`config.mk`:
```
export PLATFORM = sky130hd
export DESIGN_NAME = decode_stage
export DESIGN_NICKNAME = d
export VERILOG_FILES = /design/src/rtl/decode_stage.sv
export SDC_FILE = /design/constraint.sdc
export NUM_CORES = 1
export LEC_CHECK = 0
export CELL_PAD_IN_SITES_DETAIL_PLACEMENT = 2
export CELL_PAD_IN_SITES_GLOBAL_PLACEMENT = 2
export CORE_AREA = 3 3 265 267
export CTS_CLUSTER_DIAMETER = 80
export DETAILED_ROUTE_END_ITERATION = 6
export DIE_AREA = 0 0 268 270
export PLACE_DENSITY_LB_ADDON = 0.25
export SETUP_SLACK_MARGIN = 0.02
export SLEW_MARGIN = 20
export SYNTH_ARGS = -nofsm -noshare
export SYNTH_HDL_FRONTEND = slang
export SYNTH_SLANG_ARGS = --single-unit
```
`constraint.sdc`:
```
create_clock -name clk -period 1.87 [get_ports clk]
set_input_delay 0.374 -clock clk [delete_from_list [all_inputs] [get_ports clk]]
set_output_delay 0.374 -clock clk [all_outputs]
set_load 0.01 [all_outputs]
```
`src/rtl/decode_stage.sv`:
```
// decode_stage: instruction decode, EX/MEM operand forwarding, load-use stall and the ID/EX register.
module decode_stage #(
  parameter int XLEN = 64,
  parameter int PC_W = 64
) (
  input  logic            clk,
  input  logic            reset,
  input  logic            instr_valid_i,
  input  logic [31:0]     instr_i,
  input  logic [PC_W-1:0] pc_i,
  input  logic            flush_i,
  output logic            stall_o,
  output logic [4:0]      rf_rs1_o,
  output logic [4:0]      rf_rs2_o,
  output logic [11:0]     rf_csr_o,
  output logic            rf_csrrs_o,
  input  logic [XLEN-1:0] rf_data1_i,
  input  logic [XLEN-1:0] rf_data2_i,
  input  logic [4:0]      ex_rd_i,
  input  logic            ex_we_i,
  input  logic            ex_is_load_i,
  input  logic [XLEN-1:0] ex_result_i,
  input  logic [4:0]      mem_rd_i,
  input  logic            mem_we_i,
  input  logic [XLEN-1:0] mem_result_i,
  output logic            id_bubble_o,
  output logic [6:0]      id_opcode_o,
  output logic [2:0]      id_funct3_o,
  output logic [6:0]      id_funct7_o,
  output logic [4:0]      id_rd_o,
  output logic            id_we_o,
  output logic            id_csrrs_o,
  output logic [11:0]     id_csr_o,
  output logic [XLEN-1:0] id_op1_o,
  output logic [XLEN-1:0] id_op2_o,
  output logic [XLEN-1:0] id_imm_o,
  output logic [PC_W-1:0] id_pc_o
);
  localparam logic [6:0] OPC_LOAD      = 7'b0000011;
  localparam logic [6:0] OPC_OP_IMM    = 7'b0010011;
  localparam logic [6:0] OPC_AUIPC     = 7'b0010111;
  localparam logic [6:0] OPC_OP_IMM_32 = 7'b0011011;
  localparam logic [6:0] OPC_STORE     = 7'b0100011;
  localparam logic [6:0] OPC_OP        = 7'b0110011;
  localparam logic [6:0] OPC_LUI       = 7'b0110111;
  localparam logic [6:0] OPC_OP_32     = 7'b0111011;
  localparam logic [6:0] OPC_BRANCH    = 7'b1100011;
  localparam logic [6:0] OPC_JALR      = 7'b1100111;
  localparam logic [6:0] OPC_JAL       = 7'b1101111;
  localparam logic [6:0] OPC_SYSTEM    = 7'b1110011;

  logic [6:0]      opcode, funct7;
  logic [4:0]      rd, rs1, rs2;
  logic [2:0]      funct3;
  logic            is_csrrs, i_type, u_type, writes_rd, use_rs1, use_rs2;
  logic            live_rs1, live_rs2, haz_rs1, haz_rs2, load_en;
  logic [31:0]     imm32;
  logic [XLEN-1:0] imm, op1, op2;

  logic            bubble_q, bubble_d, we_q, we_d, csrrs_q, csrrs_d;
  logic [6:0]      opcode_q, opcode_d, funct7_q, funct7_d;
  logic [2:0]      funct3_q, funct3_d;
  logic [4:0]      rd_q, rd_d;
  logic [11:0]     csr_q, csr_d;
  logic [XLEN-1:0] op1_q, op1_d, op2_q, op2_d, imm_q, imm_d;
  logic [PC_W-1:0] pc_q, pc_d;

  assign opcode = instr_i[6:0];
  assign rd     = instr_i[11:7];
  assign funct3 = instr_i[14:12];
  assign rs1    = instr_i[19:15];
  assign rs2    = instr_i[24:20];
  assign funct7 = instr_i[31:25];

  assign is_csrrs = opcode == OPC_SYSTEM && funct3 == 3'b010;
  assign i_type   = opcode == OPC_LOAD || opcode == OPC_OP_IMM || opcode == OPC_OP_IMM_32 ||
                    opcode == OPC_JALR || opcode == OPC_SYSTEM;
  assign u_type   = opcode == OPC_LUI || opcode == OPC_AUIPC;

  always_comb begin
    imm32 = i_type                ? {{20{instr_i[31]}}, instr_i[31:20]} :
            opcode == OPC_STORE   ? {{20{instr_i[31]}}, instr_i[31:25], instr_i[11:7]} :
            opcode == OPC_BRANCH  ? {{19{instr_i[31]}}, instr_i[31], instr_i[7], instr_i[30:25],
                                     instr_i[11:8], 1'b0} :
            u_type                ? {instr_i[31:12], 12'b0} :
            opcode == OPC_JAL     ? {{11{instr_i[31]}}, instr_i[31], instr_i[19:12], instr_i[20],
                                     instr_i[30:21], 1'b0} :
                                    32'b0;
  end

  assign imm = {{(XLEN-32){imm32[31]}}, imm32};

  assign writes_rd = rd != 5'd0 &&
                     (opcode == OPC_OP || opcode == OPC_OP_32 || opcode == OPC_OP_IMM ||
                      opcode == OPC_OP_IMM_32 || opcode == OPC_LOAD || opcode == OPC_LUI ||
                      opcode == OPC_AUIPC || opcode == OPC_JAL || opcode == OPC_JALR || is_csrrs);

  assign use_rs1 = !(opcode == OPC_LUI || opcode == OPC_AUIPC || opcode == OPC_JAL);
  // On CSRRS the rs2 field is part of the CSR index and data2 carries the CSR value.
  assign use_rs2 = (opcode == OPC_OP || opcode == OPC_OP_32 || opcode == OPC_STORE ||
                    opcode == OPC_BRANCH) && !is_csrrs;

  assign live_rs1 = use_rs1 && rs1 != 5'd0;
  assign live_rs2 = use_rs2 && rs2 != 5'd0;

  assign op1 = live_rs1 && ex_we_i && !ex_is_load_i && ex_rd_i == rs1 ? ex_result_i :
               live_rs1 && mem_we_i && mem_rd_i == rs1                ? mem_result_i :
                                                                        rf_data1_i;
  assign op2 = live_rs2 && ex_we_i && !ex_is_load_i && ex_rd_i == rs2 ? ex_result_i :
               live_rs2 && mem_we_i && mem_rd_i == rs2                ? mem_result_i :
                                                                        rf_data2_i;

  assign haz_rs1 = live_rs1 && ex_rd_i == rs1;
  assign haz_rs2 = live_rs2 && ex_rd_i == rs2;
  assign stall_o = instr_valid_i && !flush_i && ex_we_i && ex_is_load_i && (haz_rs1 || haz_rs2);
  assign load_en = instr_valid_i && !flush_i && !stall_o;

  assign rf_rs1_o   = rs1;
  assign rf_rs2_o   = rs2;
  assign rf_csr_o   = instr_i[31:20];
  assign rf_csrrs_o = is_csrrs;

  // Only the control bits that matter downstream are cleared on a bubble.
  always_comb begin
    bubble_d = !load_en;
    we_d     = load_en && writes_rd;
    csrrs_d  = load_en && is_csrrs;
    opcode_d = opcode;
    funct3_d = funct3;
    funct7_d = funct7;
    rd_d     = rd;
    csr_d    = instr_i[31:20];
    op1_d    = op1;
    op2_d    = op2;
    imm_d    = imm;
    pc_d     = pc_i;
  end

  always_ff @(posedge clk) begin
    if (reset) begin
      bubble_q <= 1'b1;
      we_q     <= 1'b0;
      csrrs_q  <= 1'b0;
      opcode_q <= '0;
      funct3_q <= '0;
      funct7_q <= '0;
      rd_q     <= '0;
      csr_q    <= '0;
      op1_q    <= '0;
      op2_q    <= '0;
      imm_q    <= '0;
      pc_q     <= '0;
    end else begin
      bubble_q <= bubble_d;
      we_q     <= we_d;
      csrrs_q  <= csrrs_d;
      opcode_q <= opcode_d;
      funct3_q <= funct3_d;
      funct7_q <= funct7_d;
      rd_q     <= rd_d;
      csr_q    <= csr_d;
      op1_q    <= op1_d;
      op2_q    <= op2_d;
      imm_q    <= imm_d;
      pc_q     <= pc_d;
    end
  end

  assign id_bubble_o = bubble_q;
  assign id_we_o     = we_q;
  assign id_csrrs_o  = csrrs_q;
  assign id_opcode_o = opcode_q;
  assign id_funct3_o = funct3_q;
  assign id_funct7_o = funct7_q;
  assign id_rd_o     = rd_q;
  assign id_csr_o    = csr_q;
  assign id_op1_o    = op1_q;
  assign id_op2_o    = op2_q;
  assign id_imm_o    = imm_q;
  assign id_pc_o     = pc_q;
endmodule

```
==> flow_metrics.tcl, run 1 <==
set metrics [dict create \
    status "finished, violations left" \
    violations "setup timing" \
    antenna_left 0 \
    yosysSeqAreaShare_pct 49.5 \
    area_growth_pct 102 \
    io_buffers 685 \
    final_cells 2744 \
    final.fill_count 7537 \
    clockBufferDepth 3 \
    ys_types 48 \
    final_cell_mix "clkdlybuf4s50_1, dfxtp_1, dlygate4sd2_1" \
    cpMaxStageDelayCell "o2bb2a_4" \
    async_flop_share_pct 0 \
    mostFrequentLayoutCell "clkdlybuf4s50_1" \
    start_util_pct 15.0 \
    cts.sinks 254 \
    drv_cap 0 \
    gr-total-overflow 0 \
    drtPass1Iterations 4 \
    clock.fmax_ghz 0.463 \
    post-route-drc-count 0 \
    worst_pin_slew_ns 0.474 \
    pwr_density_cell_nw_per_um2 743 \
    routed_wl_microns 66100 \
    p_leak_nw 8.75 \
    synth_seq_cells 254 \
    first_global_vias 12600 \
    cp_max_fo 2 \
    die_w_microns 268 \
    worstSetupPathType "in -> out" \
    cp-end-kind "output pin" \
    final_area_sq_um 20700 \
    path_clk_slew_ns 0.06 \
    min_path_type "in -> reg" \
    io_pins 686 \
    antenna_found_initial 7 \
    cp_slowest_stage_delay_ns 0.32 \
    place_area_sq_um 18700 \
    grt_pass1_wl_microns 90500 \
    critical_path.cell_chain "dlygate4sd2_1 -> xnor2_1 -> nand4_1 -> o2bb2a_4 -> nor4b_4 -> buf_2" \
    drt_iter0_drc 335 \
    via_count 11400 \
    vias_per_cell 4.16 \
    root_buffer "clkbuf_16" \
    synth_ff_type "dfxtp_1" \
    cts_tree "done" \
    grt_start_max_net_pins 66 \
    post-route-period-util_pct 116 \
    nNetsFinal 2202 \
    dp.cells 2652 \
    die-area_sq_um 72400 \
    cts_buffers 38 \
    yosysWarnings 0 \
    slew_headroom_pct 68.4 \
    setup_tns_ns -0.317 \
    coreArea_sq_um 68300 \
    wire_per_inst_microns 24.1 \
    synthCells 1103 \
    ir_drop_mv 0.451 \
    place_congestion 0.817 \
    drive_gt1_share_pct 19.2 \
    hold_viol 0 \
    hp-start "instr_i[1]" \
    fin_ws_ns -0.291 \
    drv_slew 0 \
    setup_viol 3 \
    crit_start "ex_rd_i[2]" \
    syn-num-nets 1472 \
    rsz0062_at_grt "yes" \
    avgSynthCellArea_sq_um 9.32 \
    period_minus_slack_ns 2.16 \
    htreeDepth 2 \
    grtUsageTotal_pct 17.0 \
    required_ns 1.50 \
    die_h_microns 270 \
    hpwlAfterDp_microns 49500 \
    critPathLaunchType "primary input" \
    worstPathArrival_ns 1.79 \
    fp-row-count 96 \
    synthesis.area_sq_um 10300 \
    synth_edf_count 0 \
    finish.utilization_pct 30.3 \
]
==> cells by family (layout without fill, tap and decap cells) <==
kind of cell,count (synthesis),count (layout),synth area share [%]
AND/OR/NAND/NOR,436,436,20.0
buffers and inverters,157,914,9.37
AO/OA/AOI/OAI,167,167,12.7
XOR/XNOR,21,21,1.79
multiplexers,68,68,6.62
flip-flops,254,254,49.5
other,0,2,0
==> path summary, 6_finish.rpt <==
path,endpoint,depth (start not counted)
worst max-delay path,stall_o,6
worst min-delay path,id_opcode_o[1],2
==> state kept, by name (all words and copies together) (netlist names) <==
register     flops
id_funct3_o      3
id_csrrs_o       1
id_rd_o          5
id_csr_o        12
id_imm_o        32
id_pc_o         64
id_we_o          1
id_opcode_o      7
id_op2_o        64
id_bubble_o      1
id_op1_o        64
==> Yosys cell counts, types with 2 or more instances <==
cell | instances | share of area (%)
dfxtp_1 | 254 | 49
nand2_1 | 160 | 5.8
nor2_1 | 87 | 3.2
nor2b_1 | 84 | 5.1
nor3_1 | 71 | 3.5
mux2i_1 | 68 | 6.6
a211oi_1 | 65 | 4.7
a311oi_1 | 64 | 5.5
buf_4 | 64 | 4.7
clkbuf_1 | 56 | 2.0
xor2_1 | 19 | 1.6
buf_2 | 16 | 0.78
a31oi_1 | 11 | 0.67
a21oi_1 | 9 | 0.44
inv_1 | 9 | 0.33
buf_12 | 7 | 1.4
buf_1 | 5 | 0.18
nand3_1 | 5 | 0.24
nand2b_1 | 4 | 0.24
nand4_1 | 4 | 0.24
nor3b_1 | 4 | 0.29
nor4_1 | 4 | 0.24
o21ai_0 | 4 | 0.19
and2_1 | 2 | 0.12
nand3b_1 | 2 | 0.15
o211a_1 | 2 | 0.19
xnor2_1 | 2 | 0.17
==> repair_timing <==
action | 4_1_cts | 5_1_grt
pin swaps | 23 | 43
buffers inserted | 12 | 6
hold buffers | 0 | 0
resized for setup | 266 | 171
gates cloned | 3 | 6
setup endpoints to repair | 276 | 166
==> layout make-up <==
type,instances,area [sq um],share of cell area (%)
Clock inverter,16,163,0.784
Antenna cell,2,5.00,0.0241
Sequential cell,254,5090,24.5
Inverter,9,33.8,0.163
Multi-Input combinational cell,692,4830,23.3
Clock buffer,51,1040,5.01
Timing Repair Buffer,838,8480,40.9
Tap cell,882,1100,5.32
==> power breakdown <==
group | switching (mW) | internal, mW | total [mW]
clock network | 2.85 | 4.20 | 7.05
registers | 0.0845 | 5.69 | 5.78
logic | 1.10 | 1.49 | 2.59
total | 4.03 | 11.4 | 15.4
==> worst max-delay path: cells and delay by family <==
family                    cells  cell delay, ns
and+or+nand+nor               2            0.44
buffers and inverters         2            0.46
xor gates and xnor gates      1            0.19
AOI/OAI and AO/OA             1            0.32
==> per-layer routing <==
metal | wire [microns] | up-vias | part of all wire, % | global-route usage, %
met4 | 1250 | 4 | 1.9 | 3.63
met1 | 24700 | 5658 | 37 | 17.9
li1 | - | 5238 | - | -
met5 | 34 | - | 0.051 | 0
met2 | 34900 | 441 | 53 | 32.4
met3 | 5150 | 74 | 7.8 | 5.67
==> per-stage QoR <==
step | total power, mW | hold WS, ns | worst slack, ns
after floorplan | 6.58 | 0.502 | -0.108
after global placement | 8.45 | 0.770 | -1.30
after detailed placement | 8.49 | 0.768 | -1.43
after CTS | 15.7 | 0.174 | -0.297
after global routing | 16.1 | 0.125 | -0.345
final | 15.4 | 0.144 | -0.291
Note: power is estimated with default switching activity, not from simulation.
==> run 2, diff against run 1 <==
--- a/config.mk
+++ b/config.mk
@@ -12,7 +12,7 @@
 export DETAILED_ROUTE_END_ITERATION = 6
 export DIE_AREA = 0 0 268 270
 export PLACE_DENSITY_LB_ADDON = 0.25
-export SETUP_SLACK_MARGIN = 0.02
+export SETUP_SLACK_MARGIN = 0.15
 export SLEW_MARGIN = 20
 export SYNTH_ARGS = -nofsm -noshare
 export SYNTH_HDL_FRONTEND = slang
==> flow_metrics.tcl, run 2 (synthesis gave the netlist of run 1 again) <==
set metrics [dict create \
    hpwlAfterDp_microns 49500 \
    antenna_found_initial 13 \
    coreArea_sq_um 68300 \
    pwr_density_cell_nw_per_um2 715 \
    root_buffer "clkbuf_16" \
    cts_tree "done" \
    cts.sinks 254 \
    area_growth_pct 108 \
    vias_per_cell 4.16 \
    die_w_microns 268 \
    period_minus_slack_ns 2.25 \
    crit_end "stall_o" \
    gr-total-overflow 0 \
    final_cell_mix "clkdlybuf4s50_1, dlygate4sd2_1, dfxtp_1" \
    die_h_microns 270 \
    slew_headroom_pct 66.6 \
    finish.utilization_pct 31.3 \
    path_clk_slew_ns 0.05 \
    first_global_vias 12900 \
    status "finished, violations left" \
    cts_buffers 38 \
    fin_ws_ns -0.380 \
    grtUsageTotal_pct 17.9 \
    critPathLaunchType "primary input" \
    cp_slowest_stage_delay_ns 0.37 \
    drv_cap 0 \
    antenna_left 0 \
    multi_input_area_sq_um 5070 \
    cp_max_fo 5 \
    dp.cells 2654 \
    grt_pass1_wl_microns 94000 \
    drtPass1Iterations 4 \
    cpMaxStageDelayCell "nor4_4" \
    required_ns 1.50 \
    setup_viol 2 \
    grt_start_max_net_pins 54 \
    worst_pin_slew_ns 0.501 \
    start_util_pct 15.0 \
    ir_drop_mv 0.442 \
    cp.depth 7 \
    die-area_sq_um 72400 \
    rsz0062_at_grt "yes" \
    final_cells 2785 \
    regArea_sq_um 5090 \
    drive_gt1_share_pct 23.2 \
    io_pins 686 \
    place_congestion 0.793 \
    fp-row-count 96 \
    crit_start "instr_i[4]" \
    clock.fmax_ghz 0.444 \
    drt_iter0_drc 317 \
    worstPathArrival_ns 1.88 \
    hold_depth 2 \
    critical_path.cell_chain "clkbuf_2 -> nand2_4 -> nor4_4 -> o21a_1 -> o2bb2a_4 -> nor4b_4 -> buf_12" \
    drv_slew 0 \
    wire_per_inst_microns 24.9 \
    path_delay_family "simple AND/OR/NAND/NOR gates" \
    setup_tns_ns -0.391 \
    hold_viol 0 \
    place_ws_ns -1.36 \
    violations "setup timing" \
    routed_wl_microns 69200 \
    via_count 11600 \
    mostFrequentLayoutCell "clkdlybuf4s50_1" \
    p_leak_nw 9.11 \
    final.fill_count 7517 \
    nNetsFinal 2238 \
    worst-path-buf-inv 2 \
    post-route-drc-count 0 \
    min_path_type "in -> reg" \
    cp-end-kind "output pin" \
    io_buffers 685 \
    post-route-period-util_pct 120 \
    worstSetupPathType "in -> out" \
    htreeDepth 2 \
    clockBufferDepth 3 \
]
-- run 2: layout make-up --
cell class,instances,share of cell area (%)
Inverter,9,0.158
Sequential cell,254,23.8
Timing Repair Buffer,874,41.5
Tap cell,882,5.16
Antenna cell,10,0.117
Clock buffer,55,5.17
Multi-Input combinational cell,692,23.7
Clock inverter,9,0.374
-- run 2: worst min path at each step --
stage	start	endpoint	slack [ns]
floorplan	instr_i[21]	id_csr_o[1]	0.50
global placement	reset	id_funct3_o[0]	0.76
detailed placement	reset	id_funct3_o[0]	0.76
CTS	instr_i[1]	id_opcode_o[1]	0.11
global route	instr_i[0]	id_opcode_o[0]	0.09
finish	instr_i[0]	id_opcode_o[0]	0.10
-- run 2: stage by stage --
step	cell area, sq um	power (mW)	hold slack [ns]
after CTS	20800	15.5	0.112
after global routing	21400	16.0	0.0861
after detailed placement	18700	8.48	0.765
after floorplan	10400	6.59	0.502
final	21400	15.3	0.102
after global placement	18700	8.45	0.762
-- run 2: power by group --
part / internal (mW) / switching, mW
logic: 1.45 / 1.14
clock network: 4.12 / 2.82
registers: 5.69 / 0.0788
total: 11.3 / 4.03
-- run 2: timing repair --
item,CTS,global route
endpoints found under the setup margin,471,162
gates cloned,15,8
gates resized for setup,632,110
hold buffers,0,0
buffers inserted,25,9
pin swaps,52,31
-- run 2: metal layers --
layer	GRT usage, %	wire length [microns]
met1	18.3	25400
met2	33.4	36000
met3	6.34	5820
met4	5.96	2000
met5	0	36
==> run 3, diff against run 2 <==
--- a/config.mk
+++ b/config.mk
@@ -11,6 +11,7 @@
 export CTS_CLUSTER_DIAMETER = 80
 export DETAILED_ROUTE_END_ITERATION = 6
 export DIE_AREA = 0 0 268 270
+export HOLD_SLACK_MARGIN = 0.03
 export PLACE_DENSITY_LB_ADDON = 0.25
 export SETUP_SLACK_MARGIN = 0.15
 export SLEW_MARGIN = 20
==> results of run 3 <==
No change in the layout: final DEF, timing and power equal those of run 2.
